File: src/rtl/rll_pkg.sv
// rll_pkg: shared constants, types and helpers for the RLL constrain encoder.
//   RLL_FLAG / RLL_TERM   marker flag digit and block-list terminator digit
//   RLL_IDX_DIGITS        base-4 digits per block index
//   RLL_BLK_DIGITS        digits per marker block (flag + index)
//   rll_digit_t           one 2-bit DNA digit
//   rll_state_e           encoder FSM states
//   idx_to_digits / digits_to_idx
//                         8-bit index <-> base-4 digits, element 0 least significant
package rll_pkg;

    typedef logic [1:0] rll_digit_t;

    localparam rll_digit_t RLL_FLAG       = 2'b11;
    localparam rll_digit_t RLL_TERM       = 2'b00;
    localparam rll_digit_t RLL_ZERO       = 2'b00;
    localparam int         RLL_IDX_DIGITS = 4;
    localparam int         RLL_BLK_DIGITS = 5;

    typedef rll_digit_t [RLL_IDX_DIGITS-1:0] rll_idx_digits_t;

    typedef enum logic [1:0] {
        RLL_IDLE,
        RLL_SCAN,
        RLL_PACK,
        RLL_DONE
    } rll_state_e;

    // Element i is placed at frame digit 5k+1+i, so element 0 is the
    // least significant base-4 digit of the index.
    function automatic rll_idx_digits_t idx_to_digits(input logic [7:0] idx);
        rll_idx_digits_t d;
        for (int i = 0; i < RLL_IDX_DIGITS; i++) begin
            d[i] = idx[2*i +: 2];
        end
        return d;
    endfunction

    function automatic logic [7:0] digits_to_idx(input rll_idx_digits_t d);
        logic [7:0] idx;
        for (int i = 0; i < RLL_IDX_DIGITS; i++) begin
            idx[2*i +: 2] = d[i];
        end
        return idx;
    endfunction

endpackage

File: src/rtl/rll_hdr_pack.sv
// rll_hdr_pack: combinational frame assembly for the RLL constrain encoder.
//   comp      compressed payload, right-aligned, first-kept digit highest
//   clen      compressed payload length in digits
//   blk       block index list, entry k is the k-th block found
//   blk_cnt   number of valid entries in blk (R)
//   word_out  frame: R marker blocks, terminator, then the payload
//   out_len   frame length in digits (clen + 5R + 1)
module rll_hdr_pack
    import rll_pkg::*;
#(
    parameter int M       = 20,
    parameter int MAX_BLK = 4,
    localparam int LW     = $clog2(M + 3*MAX_BLK + 2),
    localparam int RW     = $clog2(MAX_BLK + 1),
    localparam int FW     = 2*(M + 1 + 3*MAX_BLK)
) (
    input  logic [2*M-1:0]             comp,
    input  logic [LW-1:0]              clen,
    input  logic [MAX_BLK-1:0][7:0]    blk,
    input  logic [RW-1:0]              blk_cnt,
    output logic [FW-1:0]              word_out,
    output logic [LW-1:0]              out_len
);

    logic [FW-1:0]   frame;
    rll_idx_digits_t dg;

    always_comb begin
        frame = '0;
        dg    = '0;
        for (int k = 0; k < MAX_BLK; k++) begin
            if (k < int'(blk_cnt)) begin
                dg = idx_to_digits(blk[k]);
                frame[2*RLL_BLK_DIGITS*k +: 2] = RLL_FLAG;
                for (int i = 0; i < RLL_IDX_DIGITS; i++) begin
                    frame[2*RLL_BLK_DIGITS*k + 2 + 2*i +: 2] = dg[i];
                end
            end
        end
        frame[2*RLL_BLK_DIGITS*int'(blk_cnt) +: 2] = RLL_TERM;
        // Payload starts one digit above the terminator. The compressed
        // payload register is zero above clen, so the frame stays zero
        // above out_len-1 without explicit masking.
        frame = frame | ({{(FW-2*M){1'b0}}, comp}
                         << (2*(RLL_BLK_DIGITS*int'(blk_cnt) + 1)));
    end

    assign word_out = frame;
    assign out_len  = LW'(int'(clen) + RLL_BLK_DIGITS*int'(blk_cnt) + 1);

endmodule

File: src/rtl/rll_constrain.sv
// rll_constrain: run-length-limit encoder. Removes pairs of 00 digits from a
// payload word, one digit position per cycle, and records each removal as a
// marker block holding the pair position (from the payload top).
//   clk, rst_n            clock, asynchronous active-low reset
//   in_valid / in_ready   input handshake; ready only while idle
//   word_in, in_len       right-aligned payload and its length in digits
//   out_valid / out_ready output handshake; frame held until accepted
//   word_out, out_len     encoded frame and its length in digits
//   blk_cnt               number of marker blocks in the frame
module rll_constrain
    import rll_pkg::*;
#(
    parameter int M       = 20,
    parameter int MAX_BLK = 4,
    localparam int LW     = $clog2(M + 3*MAX_BLK + 2),
    localparam int RW     = $clog2(MAX_BLK + 1),
    localparam int FW     = 2*(M + 1 + 3*MAX_BLK)
) (
    input  logic              clk,
    input  logic              rst_n,
    input  logic              in_valid,
    output logic              in_ready,
    input  logic [2*M-1:0]    word_in,
    input  logic [LW-1:0]     in_len,
    output logic              out_valid,
    input  logic              out_ready,
    output logic [FW-1:0]     word_out,
    output logic [LW-1:0]     out_len,
    output logic [RW-1:0]     blk_cnt
);

    rll_state_e state_q, state_d;

    // Remaining payload, left-aligned: the digit at position p always sits
    // in the top two bits, so the scan never needs a variable digit index.
    logic [2*M-1:0]          work_q;
    logic [LW-1:0]           len_q;
    logic [LW-1:0]           p_q;
    logic [2*M-1:0]          comp_q;
    logic [LW-1:0]           clen_q;
    logic [MAX_BLK-1:0][7:0] blk_q;
    logic [RW-1:0]           r_q;

    logic [FW-1:0]           word_q;
    logic [LW-1:0]           olen_q;
    logic [RW-1:0]           cnt_q;

    logic [LW-1:0]           len_sat;
    rll_digit_t              top_dig;
    rll_digit_t              nxt_dig;
    logic                    scan_end;
    logic                    take_pair;
    logic [FW-1:0]           pack_word;
    logic [LW-1:0]           pack_len;

    assign len_sat   = (in_len > LW'(M)) ? LW'(M) : in_len;
    assign top_dig   = work_q[2*M-1 -: 2];
    assign nxt_dig   = work_q[2*M-3 -: 2];
    assign scan_end  = (p_q >= len_q);
    assign take_pair = (top_dig == RLL_ZERO) && (nxt_dig == RLL_ZERO)
                       && ((p_q + LW'(1)) < len_q)
                       && (r_q < RW'(MAX_BLK));

    // ------------------------------------------------------------------
    // FSM
    // ------------------------------------------------------------------
    always_ff @(posedge clk or negedge rst_n) begin
        if (!rst_n) state_q <= RLL_IDLE;
        else        state_q <= state_d;
    end

    always_comb begin
        state_d = state_q;
        unique case (state_q)
            RLL_IDLE: if (in_valid)  state_d = RLL_SCAN;
            RLL_SCAN: if (scan_end)  state_d = RLL_PACK;
            RLL_PACK:                state_d = RLL_DONE;
            RLL_DONE: if (out_ready) state_d = RLL_IDLE;
            default:                 state_d = RLL_IDLE;
        endcase
    end

    assign in_ready  = (state_q == RLL_IDLE);
    assign out_valid = (state_q == RLL_DONE);

    // ------------------------------------------------------------------
    // Scan datapath
    // ------------------------------------------------------------------
    always_ff @(posedge clk or negedge rst_n) begin
        if (!rst_n) begin
            work_q <= '0;
            len_q  <= '0;
            p_q    <= '0;
            comp_q <= '0;
            clen_q <= '0;
            blk_q  <= '0;
            r_q    <= '0;
        end else if (state_q == RLL_IDLE) begin
            if (in_valid) begin
                // Shifting left drops any bits above the payload top.
                work_q <= word_in << (2*(M - int'(len_sat)));
                len_q  <= len_sat;
                p_q    <= '0;
                comp_q <= '0;
                clen_q <= '0;
                blk_q  <= '0;
                r_q    <= '0;
            end
        end else if (state_q == RLL_SCAN && !scan_end) begin
            if (take_pair) begin
                for (int k = 0; k < MAX_BLK; k++) begin
                    if (RW'(k) == r_q) blk_q[k] <= 8'(p_q);
                end
                r_q    <= r_q + RW'(1);
                p_q    <= p_q + LW'(2);
                work_q <= work_q << 4;
            end else begin
                // Kept digits enter at the bottom, so the first one kept
                // ends up highest: original order, top digit highest.
                comp_q <= {comp_q[2*M-3:0], top_dig};
                clen_q <= clen_q + LW'(1);
                p_q    <= p_q + LW'(1);
                work_q <= work_q << 2;
            end
        end
    end

    // ------------------------------------------------------------------
    // Frame assembly and output registers
    // ------------------------------------------------------------------
    rll_hdr_pack #(
        .M       (M),
        .MAX_BLK (MAX_BLK)
    ) u_pack (
        .comp     (comp_q),
        .clen     (clen_q),
        .blk      (blk_q),
        .blk_cnt  (r_q),
        .word_out (pack_word),
        .out_len  (pack_len)
    );

    // Output registers load only in PACK, so the frame is stable throughout
    // DONE regardless of out_ready.
    always_ff @(posedge clk or negedge rst_n) begin
        if (!rst_n) begin
            word_q <= '0;
            olen_q <= '0;
            cnt_q  <= '0;
        end else if (state_q == RLL_PACK) begin
            word_q <= pack_word;
            olen_q <= pack_len;
            cnt_q  <= r_q;
        end
    end

    assign word_out = word_q;
    assign out_len  = olen_q;
    assign blk_cnt  = cnt_q;

endmodule

File: config.mk
export PLATFORM = sky130hd
export DESIGN_NAME = rll_constrain
export DESIGN_NICKNAME = d
export VERILOG_FILES = /design/src/rtl/rll_pkg.sv /design/src/rtl/rll_hdr_pack.sv /design/src/rtl/rll_constrain.sv
export SDC_FILE = /design/constraint.sdc
export NUM_CORES = 1
export LEC_CHECK = 0
export ABC_CLOCK_PERIOD_IN_PS = 3700
export CORE_MARGIN = 4
export CORE_UTILIZATION = 45
export CTS_CLUSTER_SIZE = 24
export DETAILED_ROUTE_END_ITERATION = 12
export PLACE_DENSITY = 0.63
export SYNTH_ARGS = -nofsm -noshare
export SYNTH_HDL_FRONTEND = slang
export SYNTH_SLANG_ARGS = --single-unit
File: constraint.sdc
create_clock -name clk -period 3.7 [get_ports clk]
set_input_delay 0.555 -clock clk [delete_from_list [all_inputs] [get_ports clk]]
set_output_delay 0.555 -clock clk [all_outputs]
set_load 0.05 [all_outputs]
# --- Yosys cells after proc, flatten, opt, wreduce, memory -nomap -nowiden ---
# Index checks and enable logic that the tools add are counted.
# Widths: inputs -> output; s select.
totals:
  register_bits: 210
  in_bits: 50
op_classes:
  n_addsub: 9
  mul: 2
  magnitude_cmp: 8
  n_eq_ne: 10
  n_shift: 4
  mux: 37
  bitwise_logic: 1
  n_reduce_logical: 24
op_table:
  columns: ["operator", "count"]
  rows:
  - ["$mux 40", 8]
  - ["$mux 32", 4]
  - ["$bwmux 66", 1]
  - ["$or 66x66->66", 1]
  - ["$shift 2x33->66 const A", 1]
  - ["$shiftx 2x33->66 const A", 1]
  - ["$shl 40x32->66", 1]
  - ["$mux 6", 8]
  - ["$mux 10", 4]
  - ["$shl 40x32->40", 1]
  - ["$neg 32->33", 1]
  - ["$mux 8", 4]
  - ["$add 31x2->31 const B", 1]
  - ["$reduce_and 4->1", 4]
  - ["$add 6x1->6 const B", 2]
  - ["$add 6x2->6 const B", 2]
  - ["$mul 3x3->6 const A", 2]
  - ["$mux 3", 4]
  - ["$reduce_bool 2->1", 6]
  - ["$reduce_and 3->1", 3]
  - ["$pmux 2 s4", 1]
  - ["$sub 5x6->7 const A", 1]
  - ["$add 6x6->6", 1]
  - ["$eq 2x3->1 const A", 2]
  - ["other kinds (18)", 31]

# --- Depth between registers and ports, before layout ---
logic_depth:
  ltp_word: 7
  ltp_mapped: 16
  mapped_depth_nobuf: 12

# --- Hierarchy ---
# Synthesis repeated with hierarchy kept, for this count alone.
unflattened:
  hier_cells: 1586
  hier_area_um2: 14552.7
by_module_without_submodules:
  columns: ["mod", "n_inst", "cells_per_inst", "area_each_um2", "seq_area_each_um2"]
  rows:
  - ["rll_constrain", 1, 1049, 10970.5, 5054.8]
  - ["rll_hdr_pack", 1, 537, 3582.2, 0.0]

# --- Worst setup path before layout ---
# OpenSTA, ideal clock, no wires.
synth_timing:
  kind: "in2reg"
  from: "input in_len[0]"
  to: "register work_q[25]"
  setup_ns: 0.140
  arrival_ns: 3.344
  required_time_ns: 3.560
  path_slack_ns: 0.216
  cell_stages: 14
  n_path_buf: 6
  path_cell_list: "buf_2 > nor2b_1 > and2_4 > buf_6 > inv_1 > buf_2 > buf_2 > ha_1 > clkbuf_1 > clkbuf_1 > mux4_2 > and3_1 > a221oi_1 > o211ai_1"
synth_between:
  elab_chain_len: 6
synth_lines:
  columns: ["item", "line", "rtl"]
  rows:
  - ["from (decl)", "rll_constrain.sv:24", "input logic [LW-1:0] in_len,"]
  - ["$gt 6x5->1", "rll_constrain.sv:56", "assign len_sat = (in_len > LW'(M)) ? LW'(M) : in_len;"]
  - ["$mux 6 (*)", "rll_constrain.sv:56", null]
  - ["$sub 5x6->7 (*)", "rll_constrain.sv:101", "work_q <= word_in << (2*(M - int'(len_sat)));"]
  - ["$shl 40x32->40 (*)", "rll_constrain.sv:101", null]
  - ["$mux 40 (*)", "rll_constrain.sv:99", "if (in_valid) begin"]
  - ["$mux 40 (*)", "rll_constrain.sv:98", "end else if (state_q == RLL_IDLE) begin"]
  - ["to (signal assigned)", "rll_constrain.sv:101", null]
  - ["to (signal assigned)", "rll_constrain.sv:116", "work_q <= work_q << 4;"]
  - ["to (signal assigned)", "rll_constrain.sv:123", "work_q <= work_q << 2;"]
  - ["to (decl)", "rll_constrain.sv:36", "logic [2*M-1:0] work_q;"]
# Mark *: on every way between the ends. The rest lies on a longest branch, timed or not. The select of a mux whose other input is x is not followed.
# A chain may end at the register's enable or synchronous reset.

# --- Final worst setup path ---
layout_timing:
  from: "register r_q[0]"
  to: "register word_q[38] (netlist: word_out[38])"
layout_between:
  elab_chain_len: 5
layout_lines:
  columns: ["item", "line", "rtl"]
  rows:
  - ["from (decl)", "rll_constrain.sv:42", "logic [RW-1:0] r_q;"]
  - ["from (signal assigned)", "rll_constrain.sv:114", "r_q <= r_q + RW'(1);"]
  - ["parallel branches: the longest is 4 deep, another holds $add 31x2->31", null, null]
  - ["$or 66x66->66 (*)", "rll_hdr_pack.sv:44", "frame = frame | ({{(FW-2*M){1'b0}}, comp}"]
  - ["to (signal assigned)", "rll_constrain.sv:151", "word_q <= pack_word;"]
  - ["to (decl)", "rll_constrain.sv:44", "logic [FW-1:0] word_q;"]
# Mark *: on every way between the ends.

==> impl_metrics.csv <==
group,metric,value,unit
logic_synthesis,yosysTopAreaCellShare,36.10,%
sta,slew_headroom,12.54,%
power,powerDensity,818.3,nW/µm²
worst_setup_path,criticalPathCategory,"reg2reg",
logic_synthesis,synth_seq_area_share,36.10,%
worst_setup_path,start_kind,"register",
grt,global_route.overflow_total,0,
worst_setup_path,path_buf_inv,1,
power,power.share.sequential,25.0,%
logic_synthesis,synth_area_leaders,"sky130_fd_sc_hd__dfrtp_1, sky130_fd_sc_hd__mux4_2, sky130_fd_sc_hd__mux2i_1",
sta,fin_crit,3.398,ns
detailed_routing,vias,13190,
clocking,cts-resized-gates,0,
placed_design,dp_cells,2000,
logic_synthesis,synth_simple_gate_area_share,15.35,%
power,power.internal,7262,µW
logic_synthesis,count_of_flip_flops_with_a_built_in_enable_after_synthesis,0,
clocking,clock_path_buffers,3,
detailed_routing,avgRoutedWirePerCell,24.68,µm
detailed_routing,ant_nets,0,
worst_setup_path,timing.critical_path.cells,"ha_1, ha_1, buf_4, and2b_1, a31o_2, and2_0, and3_1, nand2_1, o221ai_1",
logic_synthesis,dominantRegCellSynth,"sky130_fd_sc_hd__dfrtp_1",
clocking,cts_stage_hold_buffer_count,0,
worst_setup_path,critical_path.slowest_cell,"sky130_fd_sc_hd__dfrtp_2",
power,switchingPower,6695,µW
sta,grt_setup_unrepaired,"false",
clocking,htree_num_levels,1,
cells_and_area,n_fill_cell,2798,
logic_synthesis,synth-xor-area-share,1.305,%
clocking,clock_latency,0.52,ns
grt,grt_antenna_before_repair,0,
floorplan,fp.coreArea,30670,µm²
placed_design,dpl_worst_slack,-0.02275,ns
sta,count_of_final_setup_violators,0,
clocking,tritoncts.num_buffers,23,
worst_setup_path,timing.critical_path.max_delay_family,"simple AND/OR/NAND/NOR gates",
floorplan,top_level_ports,127,
worst_setup_path,cp_common_cell,"sky130_fd_sc_hd__ha_1",
logic_synthesis,total_of_warnings_raised_by_yosys,0,
sta,drv_slew,0,
status,status,"completed",
logic_synthesis,synth.area.mux_share,16.08,%
cells_and_area,antenna_cells,0,
floorplan,fp.dieArea,34000,µm²
detailed_routing,firstDrtPassIters,6,
logic_synthesis,avgSynthCellArea,9.403,µm²
clocking,clk_pin_slew_worst_paths,0.06,ns
clocking,tritoncts,"done",
sta,report.final.hold_viol_count,0,
sta,final.setup_skew,0.01066,ns
worst_setup_path,largest_fanout_on_the_critical_path,17,
worst_setup_path,worst-r2r-cell-count,9,
grt,vias_in_the_first_global_route,12823,
floorplan,overall_die_width,184.4,µm
logic_synthesis,synth-compound-area-share,23.14,%
sta,finalWorstSetupSlack,0.3024,ns
detailed_routing,drc_errors,0,
sta,worstMarginPinSlew,1.302,ns
worst_setup_path,crit_required,4.12,ns
sta,part_of_the_cycle_the_worst_path_needs,91.83,%
cells_and_area,nets,1714,
detailed_routing,dr.first_iter.drc_count,1416,
clocking,cts_root_buf,"sky130_fd_sc_hd__clkbuf_16",
grt,grt_pass1_wl,78250,µm
sta,holdWs,0.09917,ns
placed_design,routabilityCongestion,0.9642,
logic_synthesis,combinational_family_with_the_most_area_after_synthesis,"compound AO/OA/AOI/OAI gates",
floorplan,initial_utilization,45.65,%
worst_setup_path,worstPathArrival,3.82,ns
logic_synthesis,ys_seq_elements,202,
power,netSwitchingFraction,47.97,%
grt,grt_max_degree,93,
logic_synthesis,synth.net_count,1574,
logic_synthesis,post_synth_fa_ha_maj_area_fraction,3.181,%
floorplan,die_height,184.4,µm
detailed_routing,vias_per_cell,6.459,
floorplan,cell_row_count,64,
clocking,cts.sink_count,202,
power,ir_worst_vdd,0.0004160,V
job,max_cap_viol_count,0,
worst_hold_path,hold_path.class,"in2async",
logic_synthesis,synth_largest_area_cell,"sky130_fd_sc_hd__dfrtp_1",
worst_setup_path,cp_endpoint_kind,"register",
placed_design,placement.io_buffers,126,
worst_setup_path,reg2reg_slack,0.30,ns
detailed_routing,wirelength,50390,µm
logic_synthesis,synthesis.area,14000,µm²
power,power_frac_comb,57.6,%
logic_synthesis,synth_cells,1489,
cells_and_area,syn2layout_area_growth,21.83,%
worst_setup_path,timing.critical_path.slowest_cell_delay,0.44,ns
worst_setup_path,worstSetupPathDepth,9,
power,cellLeakagePower,0.007196,µW
placed_design,hpwl,38530,µm
power,part_of_the_total_power_dissipated_in_the_clock_network,17.4,%
grt,grt_usage,29.43,%
logic_synthesis,async_flop_share,100.0,%
cells_and_area,finish.cell_count_without_fillers,2042,
logic_synthesis,synth_cell_types,82,
sta,achievable-frequency,294.3,MHz
clocking,post-cts-setup-buffers,0,
cells_and_area,final_layout_size_suffix_gt1_share,16.65,%
worst paths after layout:
path,to,startpoint
worst max-delay path,word_out[38],r_q[0]
min in group clk,word_out[30],word_out[30]
max in group asynchronous,work_q[6],rst_n
worst min-delay path,word_out[8],rst_n
worst max register to register,word_out[38],r_q[0]
worst min register to register,word_out[30],word_out[30]
routing by layer:
metal | up-vias | global-route usage [%] | share of wire [%]
met5 | - | 0 | 0
met1 | 6479 | 42.17 | 44
met3 | 106 | 5.408 | 7.8
met4 | 0 | 9.287 | 3.5
met2 | 620 | 45.59 | 45
li1 | 5985 | - | -
metrics by stage:
| stage | power (µW) | cell area, µm² | util, % | setup TNS [ns] |
|---|---|---|---|---|
| after floorplan | 8625 | 14000 | - | 0 |
| after global placement | 11360 | 16250 | 52.99 | 0 |
| after detailed placement | 11460 | 16250 | 52.99 | -0.06079 |
| after CTS | 13920 | 17060 | 55.62 | 0 |
| after global routing | 14800 | 17060 | 55.62 | 0 |
| final | 13960 | 17060 | 55.62 | 0 |
sequential cells by signal, indices dropped and copies added (netlist names):
| name | count |
|---|---|
| len_q | 6 |
| blk_q | 24 |
| p_q | 6 |
| out_len | 6 |
| clen_q | 6 |
| comp_q | 40 |
| word_out | 66 |
| state_q | 2 |
| r_q | 3 |
| work_q | 40 |
| blk_cnt | 3 |
worst reg2reg max path, stage by stage, from the launching register on:
cell                       delay (ns)
sky130_fd_sc_hd__dfrtp_2         0.44
sky130_fd_sc_hd__ha_1            0.21
sky130_fd_sc_hd__ha_1            0.44
sky130_fd_sc_hd__buf_4           0.23
sky130_fd_sc_hd__and2b_1         0.22
sky130_fd_sc_hd__a31o_2          0.22
sky130_fd_sc_hd__and2_0          0.32
sky130_fd_sc_hd__and3_1          0.43
sky130_fd_sc_hd__nand2_1         0.45
sky130_fd_sc_hd__o221ai_1        0.36
synth_stat cells, types with 11 or more instances:
master                     instances
sky130_fd_sc_hd__a21oi_1          71
sky130_fd_sc_hd__a22o_1           47
sky130_fd_sc_hd__a22oi_1          37
sky130_fd_sc_hd__a31oi_1          35
sky130_fd_sc_hd__a32oi_1          16
sky130_fd_sc_hd__and3_1           28
sky130_fd_sc_hd__buf_2            33
sky130_fd_sc_hd__clkbuf_1         74
sky130_fd_sc_hd__dfrtp_1         202
sky130_fd_sc_hd__ha_1             34
sky130_fd_sc_hd__inv_1            39
sky130_fd_sc_hd__mux2_2           43
sky130_fd_sc_hd__mux2i_1          73
sky130_fd_sc_hd__mux4_2           46
sky130_fd_sc_hd__nand2_1         172
sky130_fd_sc_hd__nand3_1          43
sky130_fd_sc_hd__nand4_1          17
sky130_fd_sc_hd__nor2_1          100
sky130_fd_sc_hd__nor2b_1          13
sky130_fd_sc_hd__nor3_1           29
sky130_fd_sc_hd__o211ai_1         25
sky130_fd_sc_hd__o21ai_0          64
sky130_fd_sc_hd__o221ai_1         22
sky130_fd_sc_hd__o22ai_1          11
sky130_fd_sc_hd__xnor2_1          11
cell type report:
cell class	instances	area [µm²]	area share, %
Clock buffer	26	606.8	3.558
Sequential cell	202	5056	29.64
Timing Repair Buffer	234	2188	12.83
Tap cell	396	495.5	2.905
Multi-Input combinational cell	1127	8359	49.01
Inverter	41	153.9	0.9022
Clock inverter	16	197.7	1.159
cell families (layout without fill, tap and decap cells):
group | count (synthesis) | count (layout)
compound gates | 452 | 452
xor+xnor | 20 | 20
fa+ha+maj | 35 | 35
buf+inv | 160 | 317
flops | 202 | 202
mux | 162 | 162
simple gates | 458 | 458
placed cells by master (no fill, tap or decap), types with 22 or more instances in the layout:
cell,n
sky130_fd_sc_hd__dfrtp_1,201
sky130_fd_sc_hd__nand2_1,172
sky130_fd_sc_hd__clkdlybuf4s50_1,125
sky130_fd_sc_hd__nor2_1,99
sky130_fd_sc_hd__buf_4,99
sky130_fd_sc_hd__mux2i_1,73
sky130_fd_sc_hd__a21oi_1,71
sky130_fd_sc_hd__o21ai_0,64
sky130_fd_sc_hd__a22o_1,47
sky130_fd_sc_hd__mux4_2,46
sky130_fd_sc_hd__nand3_1,43
sky130_fd_sc_hd__mux2_2,43
sky130_fd_sc_hd__inv_1,39
sky130_fd_sc_hd__a22oi_1,37
sky130_fd_sc_hd__a31oi_1,35
sky130_fd_sc_hd__ha_1,32
sky130_fd_sc_hd__and3_1,28
sky130_fd_sc_hd__nor3_1,28
sky130_fd_sc_hd__o211ai_1,25
sky130_fd_sc_hd__clkbuf_16,23
sky130_fd_sc_hd__o221ai_1,22
power groups by stage:
| stage | clock network [µW] | registers [µW] | logic (µW) |
|---|---|---|---|
| after global placement | 0 | 3490 | 7870 |
| after global routing | 2550 | 3570 | 8680 |
| after CTS | 2470 | 3480 | 7970 |
| after floorplan | 0 | 4150 | 4470 |
| after detailed placement | 0 | 3510 | 7950 |
| final | 2430 | 3490 | 8040 |
Note: power is estimated with default switching activity, not from simulation.
